--- src/rtl/aes_pkg.sv ---
`default_nettype none
// ============================================================================
// Module   : aes_pkg
// Brief    : Shared frame layout constants, FSM state type and byte helper
//            for the AES SPI frame path.
// Revision : 1.0 - initial release
// ============================================================================
package aes_pkg;

  localparam int FRAME_BYTES = 42;
  localparam int FRAME_BITS  = FRAME_BYTES * 8;

  localparam int OPC_OFS   = 0;
  localparam int KEY_OFS   = 1;
  localparam int BLK_OFS   = 17;
  localparam int NONCE_OFS = 33;
  localparam int CSUM_OFS  = 41;

  typedef enum logic [1:0] {
    IDLE    = 2'd0,
    CHECK   = 2'd1,
    PRESENT = 2'd2
  } frame_state_t;

  // Byte idx of an MSB-first frame (byte 0 in the top bits).
  function automatic logic [7:0] frame_byte(input logic [FRAME_BITS-1:0] frame,
                                            input logic [5:0]            idx);
    logic [FRAME_BITS-1:0] w_shift;
    w_shift = frame << {idx, 3'b000};
    return w_shift[FRAME_BITS-1 -: 8];
  endfunction

endpackage
`default_nettype wire

--- src/rtl/sync_edge.sv ---
`default_nettype none
// ============================================================================
// Module   : sync_edge
// Brief    : Multi-stage synchronizer with registered rising-edge detect.
//            Flops reset high so a level already asserted at reset release
//            does not produce an edge.
// Revision : 1.0 - initial release
// ============================================================================
module sync_edge #(
  parameter int SYNC_STAGES = 2
) (
  input  logic clk,
  input  logic reset,
  input  logic async_in,
  output logic rise
);

  logic [SYNC_STAGES-1:0] r_sync;
  logic                   r_prev;
  logic                   r_rise;

  always_ff @(posedge clk or posedge reset) begin
    if (reset) begin
      r_sync <= '1;
      r_prev <= 1'b1;
      r_rise <= 1'b0;
    end else begin
      r_sync <= {r_sync[SYNC_STAGES-2:0], async_in};
      r_prev <= r_sync[SYNC_STAGES-1];
      r_rise <= r_sync[SYNC_STAGES-1] & ~r_prev;
    end
  end

  assign rise = r_rise;

endmodule
`default_nettype wire

--- src/rtl/aes_frame_unpack.sv ---
`default_nettype none
// ============================================================================
// Module   : aes_frame_unpack
// Brief    : Captures a 42-byte SPI frame into the clk domain, optionally
//            verifies its XOR checksum (macro AES_FRAME_CHECKSUM_EN) and
//            presents opcode/key/block/nonce over a valid/ready handshake.
// Revision : 1.0 - initial release
// ============================================================================
module aes_frame_unpack #(
  parameter int FRAME_BYTES = 42,
  parameter int SYNC_STAGES = 2
) (
  input  logic                     clk,
  input  logic                     reset,
  input  logic [8*FRAME_BYTES-1:0] spi_data,
  input  logic                     spi_valid,
  input  logic                     out_ready,
  output logic                     out_valid,
  output logic [7:0]               opcode,
  output logic [127:0]             key,
  output logic [127:0]             block,
  output logic [63:0]              nonce,
  output logic                     frame_err,
  output logic                     overrun
);

  import aes_pkg::*;

  localparam int c_top = 8*FRAME_BYTES - 1;

  frame_state_t             r_state;
  frame_state_t             w_next_state;
  logic [8*FRAME_BYTES-1:0] r_shadow;
  logic                     r_overrun;
  logic                     r_ovr_pend;
  logic                     w_overrun;
  logic                     w_ovr_pend;
  logic                     w_load;
  logic                     w_rise;

  sync_edge #(
    .SYNC_STAGES (SYNC_STAGES)
  ) u_sync_edge (
    .clk      (clk),
    .reset    (reset),
    .async_in (spi_valid),
    .rise     (w_rise)
  );

`ifdef AES_FRAME_CHECKSUM_EN
  localparam logic [5:0] c_last_idx = 6'(CSUM_OFS - 1);

  logic [7:0] r_acc;
  logic [7:0] w_acc_nx;
  logic [5:0] r_idx;
  logic [5:0] w_idx_nx;
  logic       r_frame_err;
  logic       w_frame_err;
  logic [7:0] w_byte;
  logic [7:0] w_csum;

  assign w_byte = frame_byte(r_shadow, r_idx);
  assign w_csum = frame_byte(r_shadow, 6'(CSUM_OFS));

  always_ff @(posedge clk or posedge reset) begin
    if (reset) begin
      r_acc       <= '0;
      r_idx       <= '0;
      r_frame_err <= 1'b0;
    end else begin
      r_acc       <= w_acc_nx;
      r_idx       <= w_idx_nx;
      r_frame_err <= w_frame_err;
    end
  end

  assign frame_err = r_frame_err;
`else
  logic w_unused_csum;
  assign w_unused_csum = ^r_shadow[7:0];
  assign frame_err     = 1'b0;
`endif

  always_ff @(posedge clk or posedge reset) begin
    if (reset) begin
      r_state    <= IDLE;
      r_shadow   <= '0;
      r_overrun  <= 1'b0;
      r_ovr_pend <= 1'b0;
    end else begin
      r_state    <= w_next_state;
      r_overrun  <= w_overrun;
      r_ovr_pend <= w_ovr_pend;
      if (w_load) begin
        r_shadow <= spi_data;
      end
    end
  end

  always_comb begin
    w_next_state = r_state;
    w_load       = 1'b0;
    w_overrun    = r_ovr_pend;
    w_ovr_pend   = 1'b0;
`ifdef AES_FRAME_CHECKSUM_EN
    w_acc_nx     = r_acc;
    w_idx_nx     = r_idx;
    w_frame_err  = 1'b0;
`endif
    case (r_state)
      IDLE: begin
        if (w_rise) begin
          w_load = 1'b1;
`ifdef AES_FRAME_CHECKSUM_EN
          w_next_state = CHECK;
          w_acc_nx     = '0;
          w_idx_nx     = '0;
`else
          w_next_state = PRESENT;
`endif
        end
      end
`ifdef AES_FRAME_CHECKSUM_EN
      CHECK: begin
        // idx stops at the last data byte; the final compare folds it in.
        if (r_idx == c_last_idx) begin
          if ((r_acc ^ w_byte) == w_csum) begin
            w_next_state = PRESENT;
          end else begin
            w_frame_err  = 1'b1;
            w_next_state = IDLE;
          end
        end else begin
          w_acc_nx = r_acc ^ w_byte;
          w_idx_nx = r_idx + 6'd1;
        end
      end
`endif
      PRESENT: begin
        if (out_ready) begin
          w_next_state = IDLE;
        end
      end
      default: begin
        w_next_state = IDLE;
      end
    endcase

    // An overrun landing on the cycle out_valid rises is reported one cycle late.
    if (w_rise && (r_state != IDLE)) begin
      if ((w_next_state == PRESENT) && (r_state != PRESENT)) begin
        w_ovr_pend = 1'b1;
      end else begin
        w_overrun = 1'b1;
      end
    end
  end

  assign out_valid = (r_state == PRESENT);
  assign overrun   = r_overrun;
  assign opcode    = r_shadow[c_top - 8*OPC_OFS   -: 8];
  assign key       = r_shadow[c_top - 8*KEY_OFS   -: 128];
  assign block     = r_shadow[c_top - 8*BLK_OFS   -: 128];
  assign nonce     = r_shadow[c_top - 8*NONCE_OFS -: 64];

endmodule
`default_nettype wire

--- config.mk ---
export PLATFORM = sky130hd
export DESIGN_NAME = aes_frame_unpack
export DESIGN_NICKNAME = d
export VERILOG_FILES = /design/src/rtl/aes_pkg.sv /design/src/rtl/sync_edge.sv /design/src/rtl/aes_frame_unpack.sv
export SDC_FILE = /design/constraint.sdc
export NUM_CORES = 1
export LEC_CHECK = 0
export CORE_AREA = 8 8 253 255
export CTS_CLUSTER_DIAMETER = 200
export DETAILED_ROUTE_END_ITERATION = 10
export DIE_AREA = 0 0 261 263
export GPL_TIMING_DRIVEN = 0
export PLACE_DENSITY = 0.6
export SLEW_MARGIN = 20
export SYNTH_ARGS = -nofsm -noshare
export SYNTH_HDL_FRONTEND = slang
export SYNTH_SLANG_ARGS = --single-unit
--- constraint.sdc ---
create_clock -name clk -period 12.5 [get_ports clk]
set_clock_uncertainty 0.1 [all_clocks]
set_input_delay 3.125 -clock clk [delete_from_list [all_inputs] [get_ports clk]]
set_output_delay 3.125 -clock clk [all_outputs]
set_load 0.02 [all_outputs]
-- After elaboration in Yosys (flattened, before gate mapping)
Index checks and enable logic that the tools add are counted.
- flip-flop bits (word level): 344
- input port bits: 340
- output and inout bits: 331
- logic and storage cells: 25
- equal/unequal tests: 3
- multiplexer cells: 9
- bitwise logic cells: 2
- reductions and logical operators: 4
- operator list (operator ; number):
    1-bit 2-to-1 mux ; 6
    2-bit == test, second input constant ; 2
    2-bit 2-to-1 mux ; 2
    2-bit case mux with 2 select lines ; 1
    1-bit logical AND ; 2
    2-bit zero test ; 1
    2-bit != test, second input constant ; 1
    2-bit nonzero test ; 1
    1-bit bitwise AND ; 1
    1-bit inverter ; 1

-- Longest topological paths before layout
- depth after elaboration: 6
- depth in mapped cells: 4
- gate-level depth less buffers: 2

-- Cells and area by module
Synthesis repeated with hierarchy kept, for this count alone.
- cells, all modules: 711
- area total of the unflattened synthesis: 12562.0 µm²
- by module, submodules not included (module ; times used ; cells each ; area each (µm²) ; sequential area each (µm²)):
    aes_frame_unpack ; 1 ; 705 ; 12440.7 ; 8308.0
    sync_edge ; 1 ; 6 ; 121.4 ; 103.8

-- Worst setup path before layout
Ideal clock, no wire load.
- path type: register -> output
- start: register r_state[1]
- end: output port out_valid
- data arrival time: 734 ps
- data required time: 9275 ps
- path slack: 8541 ps
- cell stages (with the launch flop): 2
- buffers on the path: 0
- path through: dfrtp_1 -> nor2b_1
- cells in the longest elaborated chain, start to end: 1
- ends and longest elaborated chain (what ; RTL line ; source):
    from (decl) ; aes_frame_unpack.sv:31 ; frame_state_t r_state;
    from (signal assigned) ; aes_frame_unpack.sv:91 ; r_state <= w_next_state;
    2-bit == test ; aes_frame_unpack.sv:159 ; assign out_valid = (r_state == PRESENT);
    to (decl) ; aes_frame_unpack.sv:18 ; output logic out_valid,
No other way between the ends.

-- Worst setup path after layout
Ends and elaborated chain as after synthesis.

==> results.cfg <==
[status]
status = completed

[worst_setup_path]
cp_slowest_cell = clkdlybuf4s50_1
cp-end-kind = output pin
start_kind = flop
worstSetupPathType = reg -> out
crit_chain = nor2b_1 > clkdlybuf4s50_1
cp_max_fo = 5
slowest_delay_ns = 0.64
crit_buf_inv = 1
cp_top_family = buffers and inverters
crit_required_ns = 9.27
crit_arrival_ns = 1.73

[worst_hold_path]
hp-class = reg -> reg

[placed_design]
portBuffers = 661
dp_hpwl_mm = 36.1
dp_slack_ns = 7.27
gp_congestion = 0.771

[finish]
multi_input_area_sq_mm = 0.00375
nets = 1764
fill_cells = 5776
area_growth_pct = 72.4
seq_area_sq_mm = 0.00841
drive_above_1_share_pct = 30.1

[logic_synthesis]
synthTopCellsByArea = dfrtp_1 (66%), mux2_2 (29%), buf_6 (2.7%), dfstp_2 (0.63%), buf_4 (0.42%)
mappedNetlistArea_sq_mm = 0.0126
synthTopCellsByCount = dfrtp_1 (333), mux2_2 (327), buf_6 (30)
ys.flop_type = dfrtp_1
netlist.area_leader.share_pct = 66.4
ys_warn_count = 0
avgSynthCellArea_sq_um = 17.7
synthArstFlopShare_pct = 100
yosysUniqueCellTypes = 14
synth_top_area_cell = dfrtp_1
seq_area_frac_synth_pct = 67.0
yosysMostFrequentCell = dfrtp_1
ys_ff_latch = 336
postSynthCellCount = 710
synth_edf_count = 0

[routing]
detail_route.vias_per_cell = 3.94
antenna_left = 0
detail_route.wl_per_cell_um = 20.0
first_pass_iters = 4
drt_first_iter_violations = 191
vias = 8810
drt_wl_total_mm = 44.8
drc = 0

[clock_tree]
insertion_delay_ns = 0.53
cts_hold_buf = 0
path_clk_slew_ns = 0.06
cts_tree = built
cts_inserted_buffers = 38
cts_resized = 0
clockBufferDepth = 3
clockRootBuffer = clkbuf_16
post-cts-setup-buffers = 0
clock_sinks = 336
htreeDepth = 2

[die]
initial_core_util_pct = 21.0
io_pins = 671
rows = 90
die_w_um = 261
die_y_um = 263
die_area_sq_mm = 0.0686
core-area_sq_mm = 0.0599

[power]
power_density_mw_per_mm2 = 177
power_mw = 3.82
leakage_nw = 8.75
vdd_ir_drop_max_v = 0.000114

[timing]
max_freq_mhz = 202
min_period_ns = 4.96
holdWs_ns = 0.264
slew_headroom_pct = 62.8
rsz0062_at_grt = no
hold_viol = 0
setup_ws_ns = 7.54
setup_viol = 0
worst_slew_pin_slew_ns = 0.556
slew_violations = 0
fin_crit_sh_pct = 39.7
tns_ns = 0

[global_routing]
grt.total_usage_pct = 12.6
grt_max_degree = 34
overflow = 0
antenna_found_initial = 7
grt_pass1_wl_mm = 65.7
grt_pass1_vias = 10100

[flow_run]
maxCapViolations = 0
layer usage:
| layer | up-vias | part of all wire, % | GRT usage, % |
|---|---|---|---|
| li1 | 3932 | - | - |
| met1 | 4402 | 35 | 12.6 |
| met2 | 397 | 52 | 23.0 |
| met3 | 73 | 11 | 5.61 |
| met4 | 6 | 2.6 | 3.88 |
| met5 | - | 0.092 | 0 |
layout by cell type (no fill, tap or decap):
| cell | count |
|---|---|
| buf_4 | 7 |
| nor2_1 | 1 |
| clkbuf_16 | 41 |
| buf_12 | 10 |
| nor3b_2 | 1 |
| nor2b_1 | 2 |
| clkdlybuf4s50_1 | 661 |
| dfrtp_1 | 333 |
| a211oi_1 | 1 |
| clkbuf_8 | 9 |
| clkinv_2 | 5 |
| nand2b_1 | 1 |
| mux2_2 | 327 |
| clkinvlp_4 | 2 |
| clkbuf_1 | 10 |
| buf_16 | 1 |
| dfstp_2 | 3 |
| o21ai_0 | 1 |
| diode_2 | 3 |
| conb_1 | 3 |
| buf_6 | 30 |
| bufinv_16 | 1 |
| mux2_1 | 1 |
kinds of logic (layout without fill, tap and decap cells):
kind of cell / after synthesis / after routing / synth area share (%)
compound gates: 2 / 2 / 0.0997
buf+inv: 38 / 777 / 3.14
flops: 336 / 336 / 67.0
mux: 328 / 328 / 29.4
other cells: 1 / 6 / 0.0299
simple gates: 5 / 5 / 0.279
worst paths after layout:
path | from | end | slack (ns) | depth (start not counted)
setup / recovery | r_state[1]$_DFF_PP0_ | out_valid | 7.54 | 2
max in group asynchronous | reset | r_shadow[110]$_DFFE_PP0P_ | 7.93 | 7
hold reg to reg | u_sync_edge.r_sync[1]$_DFF_PP1_ | u_sync_edge.r_prev$_DFF_PP1_ | 0.26 | 0
setup reg to reg | r_state[0]$_DFF_PP0_ | r_shadow[165]$_DFFE_PP0P_ | 10.38 | 4
hold / removal | u_sync_edge.r_sync[1]$_DFF_PP1_ | u_sync_edge.r_prev$_DFF_PP1_ | 0.26 | 0
min in group asynchronous | reset | r_shadow[303]$_DFFE_PP0P_ | 2.89 | 2
stage by stage:
step                std cells  area [sq um]  util (%)
floorplan                 712         12600         -
global placement         2155         20200      33.6
global route             2235         21600      36.1
CTS                      2233         21600      36.1
finish                   2236         21600      36.1
detailed placement       2166         20400      34.0
where the power goes:
part           internal (mW)  switching, mW
combinational          0.681          0.575
sequential              1.33          0.124
clock                  0.670          0.447
total                   2.68           1.15
flip-flops by register name (all words and copies together), names as in the netlist:
signal              cells
r_shadow              328
r_state                 2
u_sync_edge.r_sync      2
overrun                 1
r_ovr_pend              1
u_sync_edge.r_prev      1
u_sync_edge.rise        1
cell type report:
cell class	instances	area share, %
Buffer	37	1.80
Timing Repair Buffer	672	31.6
Clock inverter	7	0.289
Inverter	1	0.0347
Tap cell	782	4.52
Clock buffer	60	5.49
Multi-Input combinational cell	338	17.3
Antenna cell	3	0.0347
Sequential cell	336	38.9
Power figures use the tool's default switching activity.
